File: src/rtl/fetch_line_responder_if.sv
// Fetch-stage line-fill handshake between a requester (master) and the
// line responder (slave).
//   i_wb_req        requester -> responder, held until o_wb_ready
//   i_wb_address    requester -> responder, line-fill byte address
//   o_wb_ready      responder -> requester, one-cycle data-valid pulse
//   o_wb_read_data  responder -> requester, 16-byte cache line
interface fetch_line_responder_if;
    localparam int unsigned ADDR_W = 32;
    localparam int unsigned LINE_W = 128;

    logic              i_wb_req;
    logic [ADDR_W-1:0] i_wb_address;
    logic              o_wb_ready;
    logic [LINE_W-1:0] o_wb_read_data;

    modport master (
        output i_wb_req,
        output i_wb_address,
        input  o_wb_ready,
        input  o_wb_read_data
    );

    modport slave (
        input  i_wb_req,
        input  i_wb_address,
        output o_wb_ready,
        output o_wb_read_data
    );
endinterface

File: src/rtl/fetch_line_responder.sv
// Fetch line responder: accepts a line-fill request, waits LATENCY (+ optional
// jitter) cycles, returns a synthetic 16-byte line, then idles one gap cycle.
// Ports:
//   clk          single clock, rising edge
//   reset        synchronous active-high reset
//   wb           line-fill handshake (slave side)
//   o_busy       high whenever the FSM is not in IDLE
//   o_req_count  saturating count of accepted requests
// Build option: define FETCH_RESP_JITTER_EN to add 0..3 cycles of LFSR-driven
// latency jitter on each request.
module fetch_line_responder #(
    parameter int unsigned LATENCY = 2,
    parameter logic [31:0] SEED    = 32'h0000_0000
) (
    input  logic                         clk,
    input  logic                         reset,
    fetch_line_responder_if.slave        wb,
    output logic                         o_busy,
    output logic [15:0]                  o_req_count
);
    localparam int unsigned CNT_W  = 5;   // LATENCY (<=15) + jitter (<=3)
    localparam int unsigned LADR_W = 28;
    localparam int unsigned LINE_W = 128;

    typedef enum logic [1:0] {
        IDLE = 2'd0,
        WAIT = 2'd1,
        RESP = 2'd2,
        GAP  = 2'd3
    } state_t;

    state_t              state;
    logic [CNT_W-1:0]    wait_cnt;
    logic [LADR_W-1:0]   line_addr;
    logic                ready_q;
    logic [LINE_W-1:0]   data_q;
    logic [CNT_W-1:0]    load_val;

    // Byte offset within the line is irrelevant to a full-line fill.
    logic unused_addr_bits;
    assign unused_addr_bits = ^wb.i_wb_address[3:0];

`ifdef FETCH_RESP_JITTER_EN
    // x^4+x^3+1 LFSR, free-running; its low two bits add jitter at acceptance.
    logic [3:0] lfsr;
    always_ff @(posedge clk) begin
        if (reset) lfsr <= 4'b1001;
        else       lfsr <= {lfsr[2:0], lfsr[3] ^ lfsr[2]};
    end
    assign load_val = CNT_W'(LATENCY) + CNT_W'(lfsr[1:0]);
`else
    assign load_val = CNT_W'(LATENCY);
`endif

    // Word k = {line address, k, 2'b00} ^ SEED.
    function automatic logic [LINE_W-1:0] build_line(input logic [LADR_W-1:0] la);
        logic [LINE_W-1:0] line;
        line = '0;
        for (int k = 0; k < 4; k++) begin
            line[32*k +: 32] = {la, 2'(k), 2'b00} ^ SEED;
        end
        return line;
    endfunction

    // Request FSM with registered outputs.
    always_ff @(posedge clk) begin
        if (reset) begin
            state       <= IDLE;
            wait_cnt    <= '0;
            line_addr   <= '0;
            ready_q     <= 1'b0;
            data_q      <= '0;
            o_busy      <= 1'b0;
            o_req_count <= '0;
        end else begin
            ready_q <= 1'b0;
            case (state)
                IDLE: begin
                    if (wb.i_wb_req) begin
                        line_addr <= wb.i_wb_address[31:4];
                        o_busy    <= 1'b1;
                        if (o_req_count != 16'hFFFF) o_req_count <= o_req_count + 16'd1;
                        if (load_val == '0) begin
                            // Zero latency: respond straight from the live address.
                            state    <= RESP;
                            ready_q  <= 1'b1;
                            data_q   <= build_line(wb.i_wb_address[31:4]);
                            wait_cnt <= '0;
                        end else begin
                            state    <= WAIT;
                            wait_cnt <= load_val;
                        end
                    end
                end
                WAIT: begin
                    if (wait_cnt == CNT_W'(1)) begin
                        state    <= RESP;
                        ready_q  <= 1'b1;
                        data_q   <= build_line(line_addr);
                        wait_cnt <= '0;
                    end else begin
                        wait_cnt <= wait_cnt - CNT_W'(1);
                    end
                end
                RESP: begin
                    state <= GAP;
                end
                GAP: begin
                    state  <= IDLE;
                    o_busy <= 1'b0;
                end
                default: begin
                    state  <= IDLE;
                    o_busy <= 1'b0;
                end
            endcase
        end
    end

    assign wb.o_wb_ready     = ready_q;
    assign wb.o_wb_read_data = data_q;
endmodule
File: src/flat_wrapper.sv
// flat-port wrapper written by rule: the top's interface ports become plain ports
module fetch_line_responder_flat 
#(
    parameter int unsigned LATENCY = 2,
    parameter logic [31:0] SEED    = 32'h0000_0000
)
  (clk, reset, o_busy, o_req_count, wb_i_wb_req, wb_i_wb_address, wb_o_wb_ready, wb_o_wb_read_data);
  fetch_line_responder_if wb_i ();
  input  logic clk;
  input  logic reset;
  output logic o_busy;
  output logic [15:0] o_req_count;
  input wire logic [$bits(wb_i.i_wb_req)-1:0] wb_i_wb_req;
  input wire logic [$bits(wb_i.i_wb_address)-1:0] wb_i_wb_address;
  output wire logic [$bits(wb_i.o_wb_ready)-1:0] wb_o_wb_ready;
  output wire logic [$bits(wb_i.o_wb_read_data)-1:0] wb_o_wb_read_data;
  assign wb_i.i_wb_req = wb_i_wb_req;
  assign wb_i.i_wb_address = wb_i_wb_address;
  assign wb_o_wb_ready = wb_i.o_wb_ready;
  assign wb_o_wb_read_data = wb_i.o_wb_read_data;
  fetch_line_responder #(.LATENCY(LATENCY), .SEED(SEED)) u_core (.clk(clk), .reset(reset), .wb(wb_i), .o_busy(o_busy), .o_req_count(o_req_count));
endmodule
File: config.mk
export PLATFORM = sky130hd
export DESIGN_NAME = fetch_line_responder_flat
export DESIGN_NICKNAME = d
export VERILOG_FILES = /design/src/rtl/fetch_line_responder_if.sv /design/src/rtl/fetch_line_responder.sv /design/src/flat_wrapper.sv
export SDC_FILE = /design/constraint.sdc
export NUM_CORES = 1
export LEC_CHECK = 0
export CORE_UTILIZATION = 45
export CTS_CLUSTER_SIZE = 30
export DETAILED_ROUTE_END_ITERATION = 10
export GPL_ROUTABILITY_DRIVEN = 0
export PLACE_DENSITY = 0.86
export SKIP_LAST_GASP = 1
export SYNTH_ARGS = -nofsm -noshare
export SYNTH_HDL_FRONTEND = slang
export SYNTH_SLANG_ARGS = --single-unit
File: constraint.sdc
create_clock -name clk -period 2.7 [get_ports clk]
set_input_delay 0.81 -clock clk [delete_from_list [all_inputs] [get_ports clk]]
set_output_delay 0.81 -clock clk [all_outputs]
set_load 0.1 [all_outputs]
==> results.json <==
{
  "holdWs_ns": 0.450,
  "overflow": 0,
  "yosys_warnings": 0,
  "grt_max_degree": 37,
  "wl_per_cell_um": 12.7,
  "root_buffer": "clkbuf_8",
  "max_freq_ghz": 0.462,
  "nets": 609,
  "grt_pass1_wl_mm": 13.3,
  "critPathKind": "in2reg",
  "core_area_um2": 8380,
  "critPathLaunch": "wb_i_wb_req",
  "r2r_cells": 7,
  "power_frac_seq_pct": 42.8,
  "whs_endpoint": "u_core.wb.o_wb_read_data[109]",
  "first_iter_violations": 117,
  "worst_pin_slew_ns": 0.478,
  "drive_gt1_share_pct": 29.6,
  "vias": 3260,
  "ioPinCount": 181,
  "hold_depth": 2,
  "drtAntennaViolNets": 0,
  "hold_viol_final": 0,
  "cp-start-kind": "primary input",
  "outcome": "complete, no violations",
  "initial_core_util_pct": 47.4,
  "cts-resized-gates": 0,
  "finalSetupViolCount": 0,
  "io_buffers": 164,
  "cts_hold_buf": 0,
  "rsz0062_at_grt": "false",
  "drv_slew": 0,
  "skew_ns": 0.00804,
  "r2r_end": "u_core.o_req_count[14]",
  "fin_crit_sh_pct": 80.2,
  "row_count": 33,
  "track_usage_pct": 18.6,
  "final_common_cell": "buf_4",
  "die_width_um": 96.0,
  "rrSetupSlack_ns": 0.58,
  "p_sw_mw": 1.40,
  "hold_path.class": "reg2reg",
  "async_flop_share_pct": 0,
  "ys.flop_type": "dfxtp_1",
  "cts.sinks": 82,
  "hpwl_mm": 6.31,
  "dr.pass1.iters": 4,
  "insertedDiodeCount": 0,
  "total_power_mw": 3.44,
  "synth_cells": 492,
  "path_clk_slew_ns": 0.08,
  "vias_per_cell": 4.82,
  "syn2layout_area_growth_pct": 22.2,
  "min_from": "u_core.line_addr[9]",
  "seq_area_frac_synth_pct": 41.3,
  "numCtsBuffers": 9,
  "cp.required_ns": 2.92,
  "postCtsSetupBuffers": 0,
  "combPwrFrac_pct": 35.4,
  "internal_power_mw": 2.04,
  "htree_levels": 3,
  "ir_worst_vdd_mv": 0.445,
  "ys_types": 38,
  "swShare_pct": 40.7,
  "dieArea_um2": 9210,
  "cts_tree": "done",
  "synth-edff-count": 0,
  "drv_cap": 0,
  "cts_buffer_depth": 2,
  "clock_latency_ns": 0.34,
  "drc": 0,
  "avgSynthCellArea_um2": 8.08,
  "cellLeakagePower_nw": 2.10,
  "num-fill-cells": 727,
  "die_h_um": 96.0,
  "r2r-start": "u_core.o_req_count[0]",
  "netlist_area_um2": 3980,
  "power.density_nw_per_um2": 708,
  "endpoint_kind": "register",
  "grt_antenna_before_repair": 0,
  "fin_tns_setup_ns": 0,
  "grt_pass1_vias": 2906,
  "crit_fanout": 21,
  "routed_wl_mm": 8.60,
  "arrival_ns": 2.39,
  "relSlewSlack_pct": 67.3,
  "layout_common_cells": "buf_4 (146), nand2_1 (123), dfxtp_1 (82), a21oi_1 (62), clkdlybuf4s50_1 (29)",
  "min_period_ns": 2.17,
  "clockPowerShare_pct": 21.8,
  "synth_seq_cells": 82
}
metrics by stage:
stage | setup slack, ns | instance area, µm² | std cells | utilization [%]
6_report | 0.535 | 4860 | 676 | 57.9
5_1_grt | 0.372 | 4860 | 676 | 57.9
4_1_cts | 0.533 | 4860 | 676 | 57.9
3_5_place_dp | 0.175 | 4700 | 661 | 56.0
3_3_place_gp | 0.208 | 4700 | 661 | 56.0
2_1_floorplan | 0.225 | 4020 | 503 | -
state kept, by name (all words and copies together) (netlist names):
name and count:
u_core.wb.o_wb_ready 1, u_core.wb.o_wb_read_data 29, u_core.line_addr 28, u_core.o_busy 1, u_core.o_req_count 16, u_core.wait_cnt 5, u_core.state 2
kinds of logic (layout without fill, tap and decap cells):
kind of cell / Yosys count / in the layout / synth area share (%)
AND/OR/NAND/NOR: 180 / 180 / 19.6
buffers and inverters: 127 / 195 / 21.6
flip-flops: 82 / 82 / 41.3
AO/OA/AOI/OAI: 74 / 74 / 10.5
XOR/XNOR: 18 / 18 / 3.97
adder cells (fa/ha/maj): 7 / 7 / 2.20
multiplexers: 3 / 3 / 0.787
other: 1 / 12 / 0.0943
layout make-up:
| cell class | instances | area (µm²) | area share [%] |
|---|---|---|---|
| clock buffers | 10 | 128 | 2.63 |
| well taps | 105 | 131 | 2.70 |
| flip-flops and latches | 82 | 1640 | 33.8 |
| clock inverters | 5 | 32.5 | 0.670 |
| repair buffers | 176 | 1390 | 28.6 |
| inverters | 4 | 15.0 | 0.309 |
| multi-input cells | 294 | 1520 | 31.2 |
worst max path at each step:
stage	to
2_1_floorplan	u_core.o_req_count[6]
3_3_place_gp	u_core.o_req_count[10]
3_5_place_dp	u_core.o_req_count[13]
4_1_cts	u_core.o_req_count[13]
5_1_grt	u_core.o_req_count[9]
6_report	u_core.o_req_count[13]
power by group through the flow:
stage	logic [mW]	registers, mW	clock network (mW)
4_1_cts	1.23	1.47	0.774
5_1_grt	1.33	1.50	0.827
3_3_place_gp	1.20	1.49	0
2_1_floorplan	0.824	1.65	0
6_report	1.22	1.47	0.751
3_5_place_dp	1.22	1.50	0
per-layer routing:
layer | global-route usage (%) | vias to the layer above | wire length [µm]
met5 | 0 | - | 0
met4 | 6.59 | 0 | 51
met3 | 4.34 | 6 | 544
met2 | 33.2 | 130 | 4450
met1 | 21.5 | 1495 | 3550
li1 | - | 1629 | -
cell usage after synthesis, drive strengths merged, types with 4 or more instances:
cell type    n  area share, %
ha           7            2.2
xnor2       16            3.5
nor2        28            2.6
nand3        7            1.0
nand4        4           0.63
a21oi       62            7.8
nand2      123             12
buf        104             19
inv          4           0.38
dfxtp       82             41
a211oi       5            1.3
clkbuf      19            1.8
worst max-delay path: stages:
cell             delay [ns]
clkdlybuf4s50_1        0.50
and2_1                 0.25
buf_4                  0.30
nand4_1                0.14
a211oi_2               0.19
xnor2_1                0.14
nor2_1                 0.05
(Power assumes the default switching activity.)
